### config.mk
export PLATFORM = sky130hd
export DESIGN_NAME = mac_seq
export DESIGN_NICKNAME = d
export VERILOG_FILES = /design/src/rtl/mac_seq_pkg.sv /design/src/rtl/mac_seq_operand_rf.sv /design/src/rtl/mac_seq.sv
export SDC_FILE = /design/constraint.sdc
export NUM_CORES = 1
export LEC_CHECK = 0
export ABC_AREA = 1
export CORE_MARGIN = 2
export CORE_UTILIZATION = 50
export CTS_CLUSTER_SIZE = 28
export DETAILED_ROUTE_END_ITERATION = 16
export PLACE_DENSITY = 0.67
export REMOVE_ABC_BUFFERS = 1
export SYNTH_ARGS = -nofsm -noshare
export SYNTH_HDL_FRONTEND = slang
export SYNTH_SLANG_ARGS = --single-unit
### constraint.sdc
create_clock -name clk -period 9.6 [get_ports clk]
set_input_delay 1.92 -clock clk [delete_from_list [all_inputs] [get_ports clk]]
set_output_delay 1.92 -clock clk [all_outputs]
set_load 0.02 [all_outputs]
### src/rtl/mac_seq_pkg.sv
`default_nettype none
// ============================================================================
// Module      : mac_seq_pkg
// Description : Shared types and constants for the mac_seq operand sequencer.
//               DATA_W   - operand/result width, fixed to match the MAC.
//               SEL_A/B  - operand bank select encodings.
//               seq_state_t - sequencer FSM state encoding.
// Revision    : 1.0 - initial release
// ============================================================================
package mac_seq_pkg;

  localparam int DATA_W = 8;

  localparam logic SEL_A = 1'b0;
  localparam logic SEL_B = 1'b1;

  typedef enum logic [1:0] {
    IDLE  = 2'd0,
    ISSUE = 2'd1,
    DRAIN = 2'd2
  } seq_state_t;

endpackage : mac_seq_pkg
`default_nettype wire

### src/rtl/mac_seq_operand_rf.sv
`default_nettype none
// ============================================================================
// Module      : operand_rf
// Description : Two DEPTH x DATA_W operand banks (A and B) with one write
//               port and one combinational read port returning the {A,B}
//               pair at a shared index. Banks clear on reset.
// Ports       : clk, reset     - clock, async active-high reset
//               wr_en_i        - write strobe (already qualified by caller)
//               wr_sel_i       - bank select (SEL_A / SEL_B)
//               wr_addr_i      - write index
//               wr_data_i      - write data
//               rd_addr_i      - read index
//               rd_a_o, rd_b_o - A[rd_addr_i], B[rd_addr_i]
// Revision    : 1.0 - initial release
// ============================================================================
module operand_rf
  import mac_seq_pkg::*;
#(
  parameter int DEPTH = 16,
  parameter int AW    = $clog2(DEPTH)
) (
  input  logic              clk,
  input  logic              reset,
  input  logic              wr_en_i,
  input  logic              wr_sel_i,
  input  logic [AW-1:0]     wr_addr_i,
  input  logic [DATA_W-1:0] wr_data_i,
  input  logic [AW-1:0]     rd_addr_i,
  output logic [DATA_W-1:0] rd_a_o,
  output logic [DATA_W-1:0] rd_b_o
);

  logic [DATA_W-1:0] bank_a_q [DEPTH];
  logic [DATA_W-1:0] bank_b_q [DEPTH];

  always_ff @(posedge clk or posedge reset) begin
    if (reset) begin
      for (int i = 0; i < DEPTH; i++) begin
        bank_a_q[i] <= '0;
        bank_b_q[i] <= '0;
      end
    end else if (wr_en_i) begin
      case (wr_sel_i)
        SEL_A: bank_a_q[wr_addr_i] <= wr_data_i;
        SEL_B: bank_b_q[wr_addr_i] <= wr_data_i;
      endcase
    end
  end

  assign rd_a_o = bank_a_q[rd_addr_i];
  assign rd_b_o = bank_b_q[rd_addr_i];

endmodule : operand_rf
`default_nettype wire

### src/rtl/mac_seq.sv
`default_nettype none
// ============================================================================
// Module      : mac_seq
// Description : Dot-product operand sequencer feeding the mac block. Operands
//               are loaded into local A/B banks while idle; an accepted start
//               streams len element pairs into the MAC (accumulate low on the
//               first pair), waits one cycle for the MAC register, then
//               captures mac_in as result with a one-cycle done pulse.
// Ports       : clk, reset              - clock, async active-high reset
//               wr_en/wr_sel/wr_addr/wr_data - bank write port (idle only)
//               start, len              - command; len legal in 1..DEPTH
//               busy                    - run in progress
//               err                     - pulse on rejected start
//               mac_a, mac_b, mac_acc   - MAC operand/accumulate drive
//               mac_in                  - MAC output
//               result, done            - captured dot product and strobe
// Revision    : 1.0 - initial release
// ============================================================================
module mac_seq
  import mac_seq_pkg::*;
#(
  parameter  int DEPTH = 16,
  localparam int AW    = $clog2(DEPTH)
) (
  input  logic              clk,
  input  logic              reset,
  input  logic              wr_en,
  input  logic              wr_sel,
  input  logic [AW-1:0]     wr_addr,
  input  logic [DATA_W-1:0] wr_data,
  input  logic              start,
  input  logic [AW:0]       len,
  output logic              busy,
  output logic              err,
  output logic [DATA_W-1:0] mac_a,
  output logic [DATA_W-1:0] mac_b,
  output logic              mac_acc,
  input  logic [DATA_W-1:0] mac_in,
  output logic [DATA_W-1:0] result,
  output logic              done
);

  localparam logic [AW:0] DEPTH_L = (AW+1)'(DEPTH);

  seq_state_t        state_q,   state_d;
  logic [AW-1:0]     idx_q,     idx_d;
  logic [AW:0]       len_q,     len_d;
  logic [DATA_W-1:0] mac_a_q,   mac_a_d;
  logic [DATA_W-1:0] mac_b_q,   mac_b_d;
  logic              mac_acc_q, mac_acc_d;
  logic              err_q,     err_d;
  logic              done_q,    done_d;
  logic [DATA_W-1:0] result_q,  result_d;

  logic              rf_wr_en;
  logic [AW-1:0]     rf_rd_addr;
  logic [DATA_W-1:0] rf_rd_a;
  logic [DATA_W-1:0] rf_rd_b;

  // Bank writes only land while idle; a write during a run is dropped.
  assign rf_wr_en = wr_en && (state_q == IDLE);

  // Idle: element 0 is presented for a possible accept. Issue: look one
  // element ahead (the wrap on the final element is never used).
  assign rf_rd_addr = (state_q == ISSUE) ? idx_q + 1'b1 : '0;

  operand_rf #(
    .DEPTH (DEPTH),
    .AW    (AW)
  ) u_rf (
    .clk       (clk),
    .reset     (reset),
    .wr_en_i   (rf_wr_en),
    .wr_sel_i  (wr_sel),
    .wr_addr_i (wr_addr),
    .wr_data_i (wr_data),
    .rd_addr_i (rf_rd_addr),
    .rd_a_o    (rf_rd_a),
    .rd_b_o    (rf_rd_b)
  );

  always_ff @(posedge clk or posedge reset) begin
    if (reset) begin
      state_q   <= IDLE;
      idx_q     <= '0;
      len_q     <= '0;
      mac_a_q   <= '0;
      mac_b_q   <= '0;
      mac_acc_q <= 1'b0;
      err_q     <= 1'b0;
      done_q    <= 1'b0;
      result_q  <= '0;
    end else begin
      state_q   <= state_d;
      idx_q     <= idx_d;
      len_q     <= len_d;
      mac_a_q   <= mac_a_d;
      mac_b_q   <= mac_b_d;
      mac_acc_q <= mac_acc_d;
      err_q     <= err_d;
      done_q    <= done_d;
      result_q  <= result_d;
    end
  end

  always_comb begin
    // Operands default to zero so the MAC settles to 0 outside a run.
    state_d   = state_q;
    idx_d     = idx_q;
    len_d     = len_q;
    mac_a_d   = '0;
    mac_b_d   = '0;
    mac_acc_d = 1'b0;
    err_d     = 1'b0;
    done_d    = 1'b0;
    result_d  = result_q;

    case (state_q)
      IDLE: begin
        if (start) begin
          if (!wr_en && (len != '0) && (len <= DEPTH_L)) begin
            len_d   = len;
            idx_d   = '0;
            mac_a_d = rf_rd_a;
            mac_b_d = rf_rd_b;
            state_d = ISSUE;
          end else begin
            err_d = 1'b1;
          end
        end
      end

      ISSUE: begin
        if ({1'b0, idx_q} == (len_q - 1'b1)) begin
          state_d = DRAIN;
        end else begin
          idx_d     = idx_q + 1'b1;
          mac_a_d   = rf_rd_a;
          mac_b_d   = rf_rd_b;
          mac_acc_d = 1'b1;
        end
      end

      DRAIN: begin
        // The MAC register has absorbed the last pair; mac_in is the sum.
        result_d = mac_in;
        done_d   = 1'b1;
        state_d  = IDLE;
      end

      default: state_d = IDLE;
    endcase
  end

  assign busy    = (state_q != IDLE);
  assign err     = err_q;
  assign mac_a   = mac_a_q;
  assign mac_b   = mac_b_q;
  assign mac_acc = mac_acc_q;
  assign result  = result_q;
  assign done    = done_q;

endmodule : mac_seq
`default_nettype wire

* Word level (Yosys, flattened, before mapping)
Cells that the tools add are included.
W data, S select, Z words.
** Word-level totals
- Bits in registers :: 294
- Input bits :: 30
** Cells by class
- Equal/unequal tests :: 7
- Add/subtract/negate cells :: 2
- Mux-type cells :: 33
- Bitwise operators :: 3
- Magnitude comparators :: 4
- Reduce and logical (&&, ||, !) cells :: 14
** Operators by type and width (number)
- $bwmux W128 :: 2
- $mux W8 :: 11
- $bmux W8 S4 :: 2
- $demux W8 S4 :: 1
- $pmux W8 S2 :: 2
- $mux W4 :: 4
- $ge A5 B5 Y1 const B :: 2
- $not A4 Y5 :: 2
- $pmux W4 S2 :: 1
- $mux W1 :: 6
- $mux W2 :: 3
- $reduce_and A3 Y1 :: 2
- $eq A4 B5 Y1 :: 1
- $le A5 B5 Y1 const B :: 1
- $lt A5 B1 Y1 const B :: 1
- $reduce_bool A5 Y1 :: 1
- $sub A5 B1 Y5 const B :: 1
- $add A4 B1 Y4 const B :: 1
- $logic_and A1 B1 Y1 :: 4
- $ne A2 B1 Y1 const B :: 2
- $ne A2 B2 Y1 const B :: 2
- $pmux W2 S2 :: 1
- $reduce_and A2 Y1 :: 2
- $reduce_and A4 Y1 :: 1
- other kinds (6) :: 7

* Logic depth before layout (Yosys ltp)
- Depth after elaboration :: 9
- Mapped depth :: 13
- Gate-level depth less buffers :: 12

* By module
From an unflattened synthesis, not the netlist that was laid out.
** Second synthesis, totals
- Cells, all modules :: 1850
- Area total of the unflattened synthesis :: 14066.0 um^2
** Modules (own cells, without submodules)
- operand_rf :: cells each 1673, times used 1, area an instance 12449.4 um^2
- mac_seq :: cells each 177, times used 1, area an instance 1616.6 um^2

* Worst setup path after synthesis
No wires, ideal clock.
- Path kind :: input-to-reg
- Start :: in wr_addr[0]
- End :: reg u_rf.bank_a_q[80] in the netlist's numbering
- Setup time :: 0.125 ns
- Cell stages on the path :: 5
- Setup slack :: 6.509 ns
- Data required time :: 9.475 ns
- Arrival time :: 2.966 ns
- Cell sequence :: inv_1 > nor2_1 > nand2_1 > nor2_2 > mux2_2
** Between the ends
- Cells in the longest elaborated chain, start to end :: 6
- Elaborated cells between the ends (all ways) :: 7
- Those cells by class :: order compare (2); mux (3); bitwise (1); reduce/logical (1)
** RTL lines
- start: declaration :: line mac_seq.sv:29 : input logic [AW-1:0] wr_addr,
- $not A4 Y5 (implied by the code) * :: line mac_seq_operand_rf.sv:44 : SEL_A: bank_a_q[wr_addr_i] <= wr_data_i;
- $ge A5 B5 Y1 (implied by the code) or $lt A5 B1 Y1 (tied branches) :: line mac_seq_operand_rf.sv:44
- $logic_and A1 B1 Y1 (implied by the code) :: line mac_seq_operand_rf.sv:44
- $mux W8 (implied by the code) :: line mac_seq_operand_rf.sv:44
- $demux W8 S4 * :: line mac_seq_operand_rf.sv:44
- $bwmux W128 * :: line mac_seq_operand_rf.sv:44
- end signal: indexed assignment :: line mac_seq_operand_rf.sv:44
- end: declaration :: line mac_seq_operand_rf.sv:33 : logic [DATA_W-1:0] bank_a_q [DEPTH];
Mark *: on every way between the ends. The rest lies on a longest branch, timed or not.
A chain may end at the register's enable or synchronous reset.

* Final worst setup path
- Start :: reg state_q[1]
- End :: out busy
** Between the ends
- Cells in the longest elaborated chain, start to end :: 1
** RTL lines
- start: declaration :: line mac_seq.sv:45 : seq_state_t state_q, state_d;
- start signal: assignment :: line mac_seq.sv:94 : state_q <= state_d;
- $reduce_bool A2 Y1 :: line mac_seq.sv:155 : assign busy = (state_q != IDLE);
- end: declaration :: line mac_seq.sv:33 : output logic busy,
No other way between the ends.

==> summary.json <==
{
  "global_route": {
    "grt_pass1_wl_um": 55600,
    "maximum_number_of_pins_on_one_net_before_global_route_repair": 163,
    "grt_antenna_before_repair": 1,
    "grtUsageTotal": 0.242,
    "grt_pass1_vias": 10100,
    "grt_overflow_total": 0
  },
  "cts": {
    "clock_tree_root_buffer_cell": "sky130_fd_sc_hd__clkbuf_16",
    "tritoncts": "built",
    "tritoncts_num_sinks": 294,
    "cts_setup_buffers": 0,
    "cts_htree_levels": 2,
    "worstSkewPairLatency_ns": 0.51,
    "cts.repair.resized": 0,
    "total_clock_buffers_created_by_cts": 34,
    "postCtsHoldBufs": 0,
    "cts_max_path_buffers": 3,
    "clk_transition_reported_paths_ns": 0.05
  },
  "sta": {
    "finalWorstPathRequiredPeriod_ns": 3.65,
    "final.period_utilization": 0.380,
    "skew_ns": 0.0204,
    "maxSlewViolCount": 0,
    "timing_worst_slew_pin_value_ns": 1.24,
    "grt_setup_unrepaired": "no",
    "maxClockFrequency_mhz": 274,
    "fin_hold_ws_ns": 0.468,
    "hold_viol": 0,
    "slew-limit-headroom": 0.169,
    "setup_violations": 0
  },
  "yosys": {
    "ys_types": 26,
    "synth_top_area_cell": "sky130_fd_sc_hd__dfrtp_1",
    "async_flop_share": 1.00,
    "synth_largest_type_area_fraction": 0.519,
    "ys_ff_latch": 294,
    "synth.yosys.warnings": 0,
    "syn-cell-area_um2": 14200,
    "synth_most_common_cell": "sky130_fd_sc_hd__nand2_1",
    "synthTopCellsByArea": "sky130_fd_sc_hd__dfrtp_1 52%, sky130_fd_sc_hd__mux2_2 18%, sky130_fd_sc_hd__nand2_1 10%",
    "synth_edf_count": 0,
    "average_size_of_a_mapped_cell_um2": 9.96,
    "seq_area_frac_synth": 0.519,
    "yosys_most_used_dff": "sky130_fd_sc_hd__dfrtp_1",
    "synth_cell_count_leaders": "378 x sky130_fd_sc_hd__nand2_1, 294 x sky130_fd_sc_hd__dfrtp_1, 231 x sky130_fd_sc_hd__mux2_2",
    "synth_cells": 1423
  },
  "worst_setup_path": {
    "slowest_stage": "sky130_fd_sc_hd__clkdlybuf4s50_1",
    "timing.critical_path.buf_inv": 2,
    "path_class": "register to primary output",
    "crit_chain": "nor2_2 -> inv_1 -> clkdlybuf4s50_1",
    "startpoint_type": "register",
    "cp.arrival_ns": 1.73,
    "timing.critical_path.fanout_max": 3,
    "timing.critical_path.required_ns": 7.68,
    "cpLargestDelayFamily": "buffers and inverters",
    "endpoint_kind": "primary output",
    "cp_slowest_stage_delay_ns": 0.53
  },
  "routing": {
    "first_iter_violations": 736,
    "vias": 10100,
    "ant_nets": 0,
    "drt_pass_1_iters": 5,
    "via_per_inst": 5.49,
    "route.detailed.drc": 0,
    "avgRoutedWirePerCell_um": 18.7,
    "totalWireLength_um": 34600
  },
  "finish": {
    "post-route-util": 0.574,
    "final_area_um2": 16000,
    "drive_above_1_share": 0.229,
    "finalNonFillerCells": 1848,
    "syn2layout_area_growth_pct": 12.9,
    "design.final.nets": 1482,
    "n_antenna_cell": 0
  },
  "power": {
    "worst_ir_drop_vdd_v": 0.000187,
    "p_leak_uw": 0.00789,
    "cellPowerDensity_nw_per_um2": 291
  },
  "floorplanning": {
    "start_util": 0.509,
    "die_h_um": 172,
    "design.die.area_um2": 29700,
    "die_x_um": 172,
    "core_area_um2": 27900,
    "floorplan.io_pins": 58,
    "row_count": 61
  },
  "outcome": {
    "run_status": "finished clean"
  },
  "run": {
    "timing.max_cap.violations": 0
  },
  "placement": {
    "detailed_place.area_um2": 15000,
    "place.detailed.hpwl_um": 20100,
    "io_buffers": 57,
    "gp_congestion": 0.835,
    "place.detailed.instances": 1792
  },
  "min_path": {
    "min-delay-path-class": "register to register"
  }
}
==> cell usage in the layout, fill, tap and decap left out, drive strengths merged <==
cell type,netlist,routed
nand3b,1,1
o211ai,8,8
nand2,380,380
and3,1,1
nor2,129,129
ha,2,2
clkinv,0,3
clkdlybuf4s50,0,57
nand3,190,190
o21ai,29,29
buf,49,18
inv,57,57
nand4,2,2
clkbuf,35,53
mux2,231,231
dfrtp,294,294
a21oi,15,15
==> routing by layer <==
layer	wire length, um	global-route usage	up-vias
li1	-	-	4743
met1	16200	0.338	5050
met2	15600	0.388	268
met3	1690	0.0382	75
met4	1050	0.0804	2
met5	16	0	-
==> kinds of logic after synthesis <==
group | Yosys count | share of synthesized area
adders and majority gates | 2 | 0.00177
AOI/OAI and AO/OA | 52 | 0.0198
and+or+nand+nor | 703 | 0.232
muxes | 231 | 0.184
DFF | 294 | 0.519
buffers and inverters | 141 | 0.0438
==> per-stage QoR <==
stage                     setup TNS [ns]  total power, uW  setup slack, ns
after floorplan                  -129.10             2920           -0.439
after global placement                 0             3420             5.58
after detailed placement               0             3460             5.51
after CTS                              0             4680             5.92
after global routing                   0             4950             5.74
final                                  0             4650             5.95
==> sequential cells by signal (all words and copies together) (netlist names) <==
name,count
len_q,5
result,8
done,1
err,1
u_rf.bank_a_q,128
mac_a,8
state_q,2
mac_acc,1
u_rf.bank_b_q,128
idx_q,4
mac_b,8
==> power by group <==
group | leakage (uW) | total (uW) | switching, uW | internal, uW
clock network | 0.000499 | 1200 | 487 | 717
registers | 0.00383 | 1790 | 178 | 1610
logic | 0.00356 | 1660 | 1050 | 614
total | 0.00789 | 4650 | 1710 | 2940
==> path summary, 6_finish.rpt <==
path	start	to	slack, ns	cells after the start
worst min register to register	result[4]	result[4]	0.47	2
worst min-delay path	result[4]	result[4]	0.47	2
worst max-delay path	state_q[1]	busy	5.95	3
worst max register to register	idx_q[0]	mac_b[1]	6.66	10
min in group asynchronous	reset	len_q[2]	1.96	2
max in group asynchronous	reset	mac_a[4]	6.19	3
==> cell type report <==
| class | instances | area, um2 |
|---|---|---|
| clock buffer | 53 | 1010 |
| clock inverter | 3 | 18.8 |
| fill | 2376 | 11900 |
| inverter | 57 | 221 |
| multi-input combinational | 988 | 6210 |
| sequential | 294 | 7360 |
| tap | 378 | 473 |
| timing repair buffer | 75 | 718 |
==> worst reg2reg max path: stages (launching register included) <==
cell,delay [ns]
sky130_fd_sc_hd__dfrtp_1,0.33
sky130_fd_sc_hd__buf_4,0.38
sky130_fd_sc_hd__inv_2,0.12
sky130_fd_sc_hd__nand2_4,0.59
sky130_fd_sc_hd__buf_4,0.73
sky130_fd_sc_hd__nand2_1,0.15
sky130_fd_sc_hd__nand3_1,0.16
sky130_fd_sc_hd__nand3_1,0.10
sky130_fd_sc_hd__nand2_1,0.14
sky130_fd_sc_hd__nor2_1,0.07
sky130_fd_sc_hd__nor2_1,0.10
Power figures use the tool's default switching activity.
==> RTL edit, RTL diff (same flow settings) <==
`DEPTH` is set to 16 in 2 places; all go to 8.
--- a/src/rtl/mac_seq_operand_rf.sv
+++ b/src/rtl/mac_seq_operand_rf.sv
@@ -16,7 +16,7 @@
 module operand_rf
   import mac_seq_pkg::*;
 #(
-  parameter int DEPTH = 16,
+  parameter int DEPTH = 8,
   parameter int AW    = $clog2(DEPTH)
 ) (
   input  logic              clk,
--- a/src/rtl/mac_seq.sv
+++ b/src/rtl/mac_seq.sv
@@ -19,7 +19,7 @@
 module mac_seq
   import mac_seq_pkg::*;
 #(
-  parameter  int DEPTH = 16,
+  parameter  int DEPTH = 8,
   localparam int AW    = $clog2(DEPTH)
 ) (
   input  logic              clk,
Interface: changed (resized len and wr_addr); port bits go from 58 to 56. No check against the original RTL was run, so the function may have changed too.
==> RTL edit against the unedited design <==
  * Clock skew shrank 0.013 ns
  * Core utilization grew 1.5 points
  * Wire length shrank 46%
  * Non-clock buffer count shrank 18
  * Synthesized area shrank 45%
  * Sequential share of layout area shrank 0.19 points
  * Sequential cell count shrank 130
  * Sequential power shrank 61%
  * Highest routed layer is now met4
  * Final area shrank 44%
  * Largest power group unchanged
  * Setup slack gained 0.0030 ns
  * Hold slack gained 0.0058 ns
  * Total power shrank 70%
==> RTL edit: results (changes against the unedited design) <==
first-pass GRT wire length=30700 um (-45%); R2R setup slack=6.02 ns (-0.64 ns); Setup Slack @ Placement=5.59 ns (+0.0828 ns); peak supply drop=0.129 mV (-31%); Leakage=4.41 nW (-44%); total track usage=0.243 (+0.00127); Cell Area, Placed=8390 um2 (-44%); Yosys cell types=28 (+7.7%); # port buffers=55 (-3.5%); vias in the first global route=5848 (-42%); maximum number of pins on one net before global-route repair=93 (-43%); Worst Tran Pin Value=1.21 ns (-0.0326 ns); R2R depth=8 (-2); initial antenna violation count=0 (-1); Via-to-Cell Ratio=5.43 (-1.1%); status=complete, no violations; Worst Skew=0.00746 ns (-0.0129 ns); clock latency on the worst-skew pair=0.43 ns (-0.08 ns); DRT Pass-1 Iters=4 (-1); worst reg2reg endpoint=mac_a[2]; placer congestion estimate=0.842 (+0.86%); largest registers=u_rf.bank_a_q (64), u_rf.bank_b_q (64); DRT iter0 DRCs=418 (-43%); min-delay src=result[7]; Synth top cells by count=258 x nand2_1, 164 x dfrtp_1, 112 x nand3_1; RR Startpoint=state_q[1]; layout cells sized above 1=0.184 (-0.0448); WL/cell=17.8 um (-4.9%)
[RTL edit: cell type report]
| cell class | count | share of cell area |
|---|---|---|
| Clock inverter | 14 | 0.0151 |
| Timing Repair Buffer | 57 | 0.0631 |
| Inverter | 56 | 0.0246 |
| Tap cell | 188 | 0.0262 |
| Multi-Input combinational cell | 556 | 0.364 |
| Clock buffer | 18 | 0.0490 |
| Sequential cell | 164 | 0.458 |
[RTL edit: cell families after synthesis]
family	Yosys count	synth area share
compound gates	38	0.0251
xor+xnor	1	0.00113
fa+ha+maj	2	0.00322
buf+inv	94	0.0520
flops	164	0.528
mux	96	0.143
simple gates	419	0.247
[RTL edit: layer usage]
metal | vias up | part of all wire | global-route usage | routed length [um]
li1 | 2712 | - | - | -
met1 | 2796 | 0.45 | 0.334 | 8360
met2 | 184 | 0.48 | 0.393 | 9020
met3 | 22 | 0.057 | 0.0532 | 1080
met4 | 0 | 0.014 | 0.0691 | 270
met5 | - | 0 | 0 | 0
[RTL edit: metrics by stage]
step | utilization | hold slack (ns) | total power [W] | std cells
global route | 0.590 | 0.497 | 0.00144 | 1053
finish | 0.590 | 0.474 | 0.00140 | 1053
CTS | 0.590 | 0.478 | 0.00140 | 1053
global placement | 0.552 | 0.453 | 0.000746 | 1021
detailed placement | 0.552 | 0.465 | 0.000747 | 1021
floorplan | - | 0.458 | 0.000719 | 776
[RTL edit: power by group through the flow]
stage | registers [W] | logic [W] | clock network [W]
2_1_floorplan | 0.000704 | 0.0000145 | 0
3_3_place_gp | 0.000704 | 0.0000419 | 0
3_5_place_dp | 0.000704 | 0.0000429 | 0
4_1_cts | 0.000691 | 0.0000432 | 0.000670
5_1_grt | 0.000691 | 0.0000469 | 0.000702
6_report | 0.000691 | 0.0000424 | 0.000662
[RTL edit: critical path, cell delays in order, from the launching register on]
cell	delay (ns)
dfrtp_1	0.49
nor2_4	0.22
inv_1	0.06
clkdlybuf4s50_1	0.53
[RTL edit: worst max path at each step]
stage	depth (start not counted)	slack (ns)	startpoint	endpoint
global route	9	5.74	state_q[1]	mac_b[3]
floorplan	1	3.25	reset	done
CTS	3	5.92	state_q[0]	busy
finish	3	5.96	state_q[0]	busy
detailed placement	3	5.59	reset	u_rf.bank_b_q[43]
global placement	3	5.65	reset	u_rf.bank_b_q[41]
